==> config.mk <==
export PLATFORM = sky130hd
export DESIGN_NAME = vm_arbiter
export DESIGN_NICKNAME = d
export VERILOG_FILES = /design/src/rtl/vm_arb_pkg.sv /design/src/rtl/vm_rr_pick.sv /design/src/rtl/vm_arbiter.sv
export SDC_FILE = /design/constraint.sdc
export NUM_CORES = 1
export LEC_CHECK = 0
export ABC_AREA = 1
export BUFFER_PORTS_ARGS = -buffer_cell sky130_fd_sc_hd__buf_2
export CAP_MARGIN = 20
export CORE_ASPECT_RATIO = 1.75
export CORE_UTILIZATION = 57
export DETAILED_ROUTE_END_ITERATION = 8
export PLACE_DENSITY = 0.9
export SLEW_MARGIN = 20
export SYNTH_ARGS = -nofsm -noshare
export SYNTH_HDL_FRONTEND = slang
export SYNTH_SLANG_ARGS = --single-unit
==> constraint.sdc <==
create_clock -name clk -period 5.8 [get_ports clk]
set_input_delay 0 -clock clk [delete_from_list [all_inputs] [get_ports clk]]
set_output_delay 0 -clock clk [all_outputs]
set_load 0.005 [all_outputs]
==> src/rtl/vm_arb_pkg.sv <==
// vm_arb_pkg: shared types and defaults for the vending-core arbiter.
//   arb_state_t    : arbiter FSM state encoding
//   DefaultNReq    : default number of front panels
//   DefaultTimeout : default idle-cycle limit before a forced return
//   ChangeW        : width of the core's change amount
package vm_arb_pkg;

  typedef enum logic [1:0] {
    StIdle,
    StGrant,
    StDrain,
    StGap
  } arb_state_t;

  localparam int unsigned DefaultNReq    = 4;
  localparam int unsigned DefaultTimeout = 255;
  localparam int unsigned ChangeW        = 3;

endpackage

==> src/rtl/vm_rr_pick.sv <==
// vm_rr_pick: combinational round-robin picker.
//   req_i    : request vector
//   ptr_i    : index of the previous winner; the scan starts one above it and wraps
//   onehot_o : one-hot winner (0 when no request)
//   idx_o    : binary index of the winner
//   any_o    : at least one request is set
module vm_rr_pick
  import vm_arb_pkg::*;
#(
  parameter int unsigned N_REQ = DefaultNReq,
  parameter int unsigned IdxW  = (N_REQ > 1) ? $clog2(N_REQ) : 1
) (
  input  logic [N_REQ-1:0] req_i,
  input  logic [IdxW-1:0]  ptr_i,
  output logic [N_REQ-1:0] onehot_o,
  output logic [IdxW-1:0]  idx_o,
  output logic             any_o
);

  logic [N_REQ-1:0] req_sh;

  // Walk offsets from farthest to nearest so the nearest requester after ptr_i wins.
  always_comb begin
    onehot_o = '0;
    idx_o    = '0;
    req_sh   = '0;
    for (int k = int'(N_REQ); k >= 1; k--) begin
      req_sh = req_i >> ((int'(ptr_i) + k) % N_REQ);
      if (req_sh[0]) begin
        onehot_o = {{(N_REQ-1){1'b0}}, 1'b1} << ((int'(ptr_i) + k) % N_REQ);
        idx_o    = IdxW'((int'(ptr_i) + k) % N_REQ);
      end
    end
    any_o = |req_i;
  end

endmodule

==> src/rtl/vm_arbiter.sv <==
// vm_arbiter: shares one vending core between N_REQ front panels, one transaction at a time.
//   clk, rst           : clock, asynchronous active-high reset (also resets the core)
//   req/coin/sel       : per-panel request level, coin pulse, select/return pulse
//   gnt                : registered one-hot grant
//   dispense           : one-cycle dispense pulse to the grantee
//   change_o/_valid    : change amount returned by the core, with 1-cycle qualifier
//   busy               : arbiter is not idle
//   core_a/core_b      : registered coin and select/return pulses to the core
//   core_change/out    : change and completion from the core
// Build option: define VM_ARB_TIMEOUT_EN to force a return after TIMEOUT idle cycles in GRANT.
module vm_arbiter
  import vm_arb_pkg::*;
#(
  parameter int unsigned N_REQ   = DefaultNReq,
  parameter int unsigned TIMEOUT = DefaultTimeout,
  parameter int unsigned TW      = $clog2(TIMEOUT + 1)
) (
  input  logic               clk,
  input  logic               rst,
  input  logic [N_REQ-1:0]   req,
  input  logic [N_REQ-1:0]   coin,
  input  logic [N_REQ-1:0]   sel,
  output logic [N_REQ-1:0]   gnt,
  output logic [N_REQ-1:0]   dispense,
  output logic [ChangeW-1:0] change_o,
  output logic               change_valid,
  output logic               busy,
  output logic               core_a,
  output logic               core_b,
  input  logic [ChangeW-1:0] core_change,
  input  logic               core_out
);

  localparam int unsigned IdxW = (N_REQ > 1) ? $clog2(N_REQ) : 1;

  arb_state_t         state_q, state_d;
  logic [IdxW-1:0]    ptr_q, ptr_d;
  logic [N_REQ-1:0]   gnt_q, gnt_d;
  logic [N_REQ-1:0]   dispense_q, dispense_d;
  logic [ChangeW-1:0] change_q, change_d;
  logic               change_valid_q, change_valid_d;
  logic               core_a_q, core_a_d;
  logic               core_b_q, core_b_d;

  logic [N_REQ-1:0]   pick_onehot;
  logic [IdxW-1:0]    pick_idx;
  logic               pick_any;

  logic               g_coin, g_sel, g_req;

`ifdef VM_ARB_TIMEOUT_EN
  logic [TW-1:0]      tmo_q, tmo_d;
`else
  logic               unused_cfg;
  assign unused_cfg = ^TW'(TIMEOUT);
`endif

  vm_rr_pick #(
    .N_REQ (N_REQ),
    .IdxW  (IdxW)
  ) u_pick (
    .req_i    (req),
    .ptr_i    (ptr_q),
    .onehot_o (pick_onehot),
    .idx_o    (pick_idx),
    .any_o    (pick_any)
  );

  // The pointer always holds the current grantee's index once granted.
  assign g_coin = coin[ptr_q];
  assign g_sel  = sel[ptr_q];
  assign g_req  = req[ptr_q];

  always_comb begin
    state_d        = state_q;
    ptr_d          = ptr_q;
    gnt_d          = gnt_q;
    dispense_d     = '0;
    change_d       = '0;
    change_valid_d = 1'b0;
    core_a_d       = 1'b0;
    core_b_d       = 1'b0;
`ifdef VM_ARB_TIMEOUT_EN
    tmo_d          = tmo_q;
`endif

    if ((state_q == StGrant || state_q == StDrain) && core_change != '0) begin
      change_d       = core_change;
      change_valid_d = 1'b1;
    end

    unique case (state_q)
      StIdle: begin
        // core_out is ignored here: the core emits one after its own reset.
        if (pick_any) begin
          gnt_d   = pick_onehot;
          ptr_d   = pick_idx;
          state_d = StGrant;
`ifdef VM_ARB_TIMEOUT_EN
          tmo_d   = '0;
`endif
        end
      end
      StGrant: begin
        if (core_out) begin
          dispense_d = gnt_q;
          state_d    = StGap;
        end else begin
          core_a_d = g_coin;
          core_b_d = g_sel;
`ifdef VM_ARB_TIMEOUT_EN
          // Coin+select together is a core no-op, so it does not restart the timeout.
          tmo_d = (g_coin && !g_sel) ? '0 : tmo_q + 1'b1;
`endif
          if (g_sel) begin
            state_d = StDrain;
          end else if (!g_req) begin
            core_b_d = 1'b1;
            state_d  = StDrain;
          end
`ifdef VM_ARB_TIMEOUT_EN
          else if (!g_coin && tmo_q == TW'(TIMEOUT - 1)) begin
            core_b_d = 1'b1;
            state_d  = StDrain;
          end
`endif
        end
      end
      StDrain: begin
        if (core_out) begin
          dispense_d = gnt_q;
          state_d    = StGap;
        end
      end
      StGap: begin
        // Grant drops here so exactly one grant-free cycle precedes the next grant.
        gnt_d   = '0;
        state_d = StIdle;
      end
      default: state_d = StIdle;
    endcase
  end

  always_ff @(posedge clk or posedge rst) begin
    if (rst) begin
      state_q        <= StIdle;
      ptr_q          <= IdxW'(N_REQ - 1);
      gnt_q          <= '0;
      dispense_q     <= '0;
      change_q       <= '0;
      change_valid_q <= 1'b0;
      core_a_q       <= 1'b0;
      core_b_q       <= 1'b0;
`ifdef VM_ARB_TIMEOUT_EN
      tmo_q          <= '0;
`endif
    end else begin
      state_q        <= state_d;
      ptr_q          <= ptr_d;
      gnt_q          <= gnt_d;
      dispense_q     <= dispense_d;
      change_q       <= change_d;
      change_valid_q <= change_valid_d;
      core_a_q       <= core_a_d;
      core_b_q       <= core_b_d;
`ifdef VM_ARB_TIMEOUT_EN
      tmo_q          <= tmo_d;
`endif
    end
  end

  assign gnt          = gnt_q;
  assign dispense     = dispense_q;
  assign change_o     = change_q;
  assign change_valid = change_valid_q;
  assign core_a       = core_a_q;
  assign core_b       = core_b_q;
  assign busy         = (state_q != StIdle);

endmodule
# Word level (Yosys, flattened, before mapping)
# Index checks and enable logic that the tools add are counted.
classes:
  n_mux: 32
  n_eq_ne: 6
  addsub: 4
  shift: 8
  n_reduce_logical: 11
  magnitude_cmp: 1
ops:
  columns: ["operator", "count"]
  rows:
  - ["$mux W4", 7]
  - ["$mux W2", 9]
  - ["$shl A1 B2 Y4 const A", 4]
  - ["$shr A4 B2 Y1", 4]
  - ["$mux W1", 10]
  - ["$pmux W2 S4", 1]
  - ["$pmux W4 S2", 1]
  - ["$bmux W1 S2", 3]
  - ["$add A2 B1 Y2 const B", 2]
  - ["$add A2 B2 Y2 const B", 2]
  - ["$eq A2 B2 Y1 const B", 2]
  - ["$ne A2 B2 Y1 const B", 2]
  - ["$ne A4 B4 Y1 const B", 1]
  - ["$reduce_and A2 Y1", 2]
  - ["$reduce_bool A2 Y1", 2]
  - ["$reduce_or A4 Y1", 1]
  - ["$lt A2 B3 Y1 const B", 1]
  - ["$mux W3", 1]
  - ["$reduce_and A3 Y1", 1]
  - ["$reduce_bool A3 Y1", 1]
  - ["$eq A2 B1 Y1 const B", 1]
  - ["$logic_not A2 Y1", 1]
  - ["$reduce_or A2 Y1", 1]
  - ["$logic_and A1 B1 Y1", 1]
  - ["$logic_or A1 B1 Y1", 1]
totals:
  out_inout_bits: 15
  inputBits: 18
  register_bits: 18

# Depth between registers and ports, before layout
logic_depth:
  ltp_word: 8
  ltp_mapped: 12
  depth_no_buf: 11

# By module
# From an unflattened synthesis, not the netlist that was laid out.
hier_totals:
  cells_unflattened: 184
  hier_area_um2: 1313.8
modules_own_cells:
  columns: ["module", "n_inst", "seq_area_each_um2", "cells_per_inst", "area_each_um2"]
  rows:
  - ["vm_arbiter", 1, 452.9, 100, 863.3]
  - ["vm_rr_pick", 1, 0.0, 84, 450.4]

# Worst setup path after synthesis
# No wires, ideal clock.
synth_timing:
  kind: "register to register"
  startpoint: "register ptr_q[0]"
  endpoint: "register gnt_q[0] (netlist: gnt[0])"
  synth_period_minus_slack_ps: 1822
  stages_incl_launch_ff: 13
  setup_slack_ps: 3978
  t_arrival_ps: 1706
  t_required_ps: 5684
  n_path_buf: 1
  cell_sequence: "dfstp_2 -> inv_2 -> buf_6 -> ha_1 -> inv_1 -> nand3_4 -> nand2_4 -> inv_2 -> nand3b_1 -> nand2_1 -> inv_1 -> nand2_1 -> nand2_1"
synth_via:
  elab_chain_len: 8
  word_cells_on_any_way: 18
  cone_classes: "4 x add/sub; 8 x shift; 6 x mux"
synth_lines:
  columns: ["item", "line_no", "text"]
  rows:
  - ["from (decl)", "vm_arbiter.sv:37", "logic [IdxW-1:0] ptr_q, ptr_d;"]
  - ["from (signal assigned)", "vm_arbiter.sv:147", "ptr_q <= IdxW'(N_REQ - 1);"]
  - ["from (signal assigned)", "vm_arbiter.sv:159", "ptr_q <= ptr_d;"]
  - ["$add A2 B1 Y2", "vm_rr_pick.sv:28, vm_rr_pick.sv:30", null]
  - ["$shr A4 B2 Y1 or $shl A1 B2 Y4 (tied branches)", "vm_rr_pick.sv:28, vm_rr_pick.sv:30", null]
  - ["$mux W4 (3 in series)", "vm_rr_pick.sv:29", "if (req_sh[0]) begin"]
  - ["$mux W4 *", "vm_rr_pick.sv:29", null]
  - ["$mux W4 *", "vm_arbiter.sv:95", "if (pick_any) begin"]
  - ["$pmux W4 S2 *", "vm_arbiter.sv:92", "unique case (state_q)"]
  - ["to (signal assigned)", "vm_arbiter.sv:160", "gnt_q <= gnt_d;"]
  - ["to (decl)", "vm_arbiter.sv:38", "logic [N_REQ-1:0] gnt_q, gnt_d;"]
# Mark *: on every way between the ends. The rest lies on a longest branch, timed or not. The select of a mux whose other input is x is not followed.
# A chain may end at the register's enable or synchronous reset.

# Final worst setup path
layout_timing:
  startpoint: "register ptr_q[0]"
  endpoint: "register gnt_q[1] (netlist: gnt[1])"
# Same word-level chain as after synthesis.

==> metrics.md <==
| Metric | Value |
|---|---|
| GP Congestion | `~0.90` |
| Cts hold-fix bufs | `5` |
| Syn Nets | `between 200 and 250` |
| Relative slew margins | `0.559` |
| Register area share after synthesis | `0.326` |
| Peak supply drop | `0.362 mV` |
| Setup TNS | `0 ps` |
| Setup CP Type | `reg2reg` |
| Startpoint types | `flip-flop` |
| Initial antenna violation count | `0` |
| Prevailing post-synth register cell | `dfrtp_1` |
| Total gr overflow | `0` |
| Max-slew violations | `0` |
| Via count | `between 1,000 and 1,500` |
| Outcome | `complete, no violations` |
| Io pins | `33` |
| Post-Synthesis Cells | `187` |
| Yosys warns | `0` |
| CTS tree | `built` |
| Count leader, synth | `nand2_1` |
| PD cells | `540 nW/µm²` |
| Cell variety after synth | `25` |
| Synth async-reset ratio | `1.00` |
| Top cell type's share of synthesized area | `0.288` |
| Max Clk Rate | `0.444 GHz` |
| H-tree Lvls | `1` |
| Vias in the first global route | `1,347` |
| Clock share of power | `0.099` |
| Synth area leaders | `dfrtp_1 (29%), nand2_1 (15%), ha_1 (9.9%)` |
| Yosys reg bits | `18` |
| Final setup violation count | `0` |
| Commonest cells in the synthesized netlist | `nand2_1 (55), inv_1 (28), nand3_1 (18), dfrtp_1 (16), nor2_1 (12)` |
| Die H | `between 60 and 70 µm` |
| Post-synth EDFFs | `0` |
| Crit path DAT | `2400 ps` |
| Port Buffer Count | `32` |
| Avg Cell Area, Syn | `7.43 µm²` |
| Area Growth Syn to Fin | `19.0%` |
| DRT Pass-1 Iters | `4` |
| DR iter-0 viols | `47` |
| Internal | `0.000436 W` |
| # clock sinks | `18` |
| Initial Utilization | `0.603` |
| Skew-Pair Late Insertion Delay | `approximately 250 ps` |
| Post-CTS Resized | `0` |
| CTS root buffer | `clkbuf_8` |
| Global-route wire length before repair | `about 5300 µm` |
| Largest area contributor in the netlist | `dfrtp_1` |
| WHS | `75.4 ps` |
| TritonCTS buffer count | `3` |
| Crit share post-route | `0.389` |
| Worst Path Max Fanout | `14` |
| Critical path data required time | `roughly 5900 ps` |
| Worst hold path class | `in2reg` |
| Drt via density | `5.25` |
| # nets final | `about 260` |
| CORE AREA | `2300 µm²` |
| Full die area | `between 2000 and 3000 µm²` |
| Tmin final | `between 2000 and 2500 ps` |
| Fin. Hold Viols | `0` |
| Worst Tran Pin Value | `about 660 ps` |
| Avg WL per Cell | `around 13 µm` |
| Die W | `~39 µm` |
| Final setup skew | `1.29 ps` |
| Max_cap viols | `0` |
| Final ANT Viol Nets | `0` |
| Gr usage total | `0.285` |
| Switching part of the total power | `0.511` |
| Mapped cell area | `roughly 1400 µm²` |
| Pleak | `between 0.9 and 1 nW` |
| Sequential share of power | `0.248` |
| Cell row count | `23` |
| Comb pwr share | `0.653` |
| RSZ-0062 raised after global routing | `false` |
| # Post-CTS Setup Buffers | `0` |
| CP Capture Type | `flip-flop` |
| Clk pin slew, worst setup/hold paths | `about 60 ps` |
| Ant diodes | `0` |
| # DRC | `0` |
| Pin count of the biggest net entering global routing | `19` |
| CTS max path bufs | `2` |
| Post-DP HPWL | `2460 µm` |
| Drt total wl | `~3100 µm` |
| Net Sw Power | `around 0.00046 W` |
| Share of cells above drive strength 1 | `0.270` |
[worst paths after layout]
kind	startpoint	to	slack, ps	cells past startpoint
min in group asynchronous	rst	core_a	380	3
worst min-delay path	coin[3]	core_a	80	3
worst min register to register	gnt[3]	gnt[3]	500	2
worst max register to register	ptr_q[0]	gnt[1]	3550	11
max in group asynchronous	rst	dispense[1]	5000	3
worst max-delay path	ptr_q[0]	gnt[1]	3550	11
[cells in the final DEF (no fill, tap or decap), drive strengths merged, types with 5 or more instances in the layout]
| cell type | instances |
|---|---|
| buf | 32 |
| nand3 | 20 |
| o21ai | 6 |
| inv | 31 |
| ha | 11 |
| nor2 | 14 |
| dlygate4sd3 | 5 |
| a21oi | 5 |
| dfrtp | 16 |
| nand2 | 71 |
[through the flow]
step / cells / setup WS [ps] / area (µm²) / util / total power (W)
2_1_floorplan: 187 / 3980 / 1390 / - / 0.000666
3_3_place_gp: 242 / 3690 / 1560 / 0.677 / 0.000772
3_5_place_dp: 242 / 3600 / 1560 / 0.677 / 0.000793
4_1_cts: 251 / 3570 / 1650 / 0.718 / 0.000888
5_1_grt: 251 / 3410 / 1650 / 0.718 / 0.000977
6_report: 251 / 3550 / 1650 / 0.718 / 0.000892
[critical path, stage by stage, from the launching register on]
cell     delay [ps]
dfstp_2         720
inv_2           220
ha_1            430
inv_1           120
nand3_4         110
nand2_4         110
inv_2           130
nand3_1          80
nand2_1          80
inv_1            40
nand2_1          60
nand2_1          50
[state kept, by name (all words and copies together), names as in the netlist]
register	cells
dispense	4
gnt	4
change_o	3
ptr_q	2
state_q	2
change_valid	1
core_a	1
core_b	1
[power by group through the flow]
stage           Clock, W  Combinational [W]  Sequential, W
6_report       0.0000879           0.000583       0.000221
3_3_place_gp           0           0.000551       0.000221
2_1_floorplan          0           0.000454       0.000212
4_1_cts        0.0000894           0.000577       0.000221
5_1_grt        0.0000964           0.000653       0.000228
3_5_place_dp           0           0.000570       0.000223
[logic make-up (layout without fill, tap and decap cells)]
logic type	count (synthesis)	count (layout)	share of synthesized area
adder cells (fa/ha/maj)	11	11	0.0991
buffers and inverters	33	72	0.100
AND/OR/NAND/NOR	109	109	0.406
AO/OA/AOI/OAI	16	16	0.0685
flip-flops	18	18	0.326
[routing by layer]
metal | track usage | vias to the layer above | wire [µm]
met2 | 0.542 | 39 | 1760
li1 | - | 656 | -
met5 | 0 | - | 0
met1 | 0.252 | 610 | 1130
met3 | 0.0197 | 13 | 74
met4 | 0.220 | 0 | 182
[cell type report]
class                      count  area, µm²
clock buffer                   4       45.0
inverter                      31        116
multi-input combinational    136        797
tap                           25       31.3
sequential                    18        453
fill                         189        649
timing repair buffer          37        210
No activity file was read; power rests on OpenSTA's default activity.
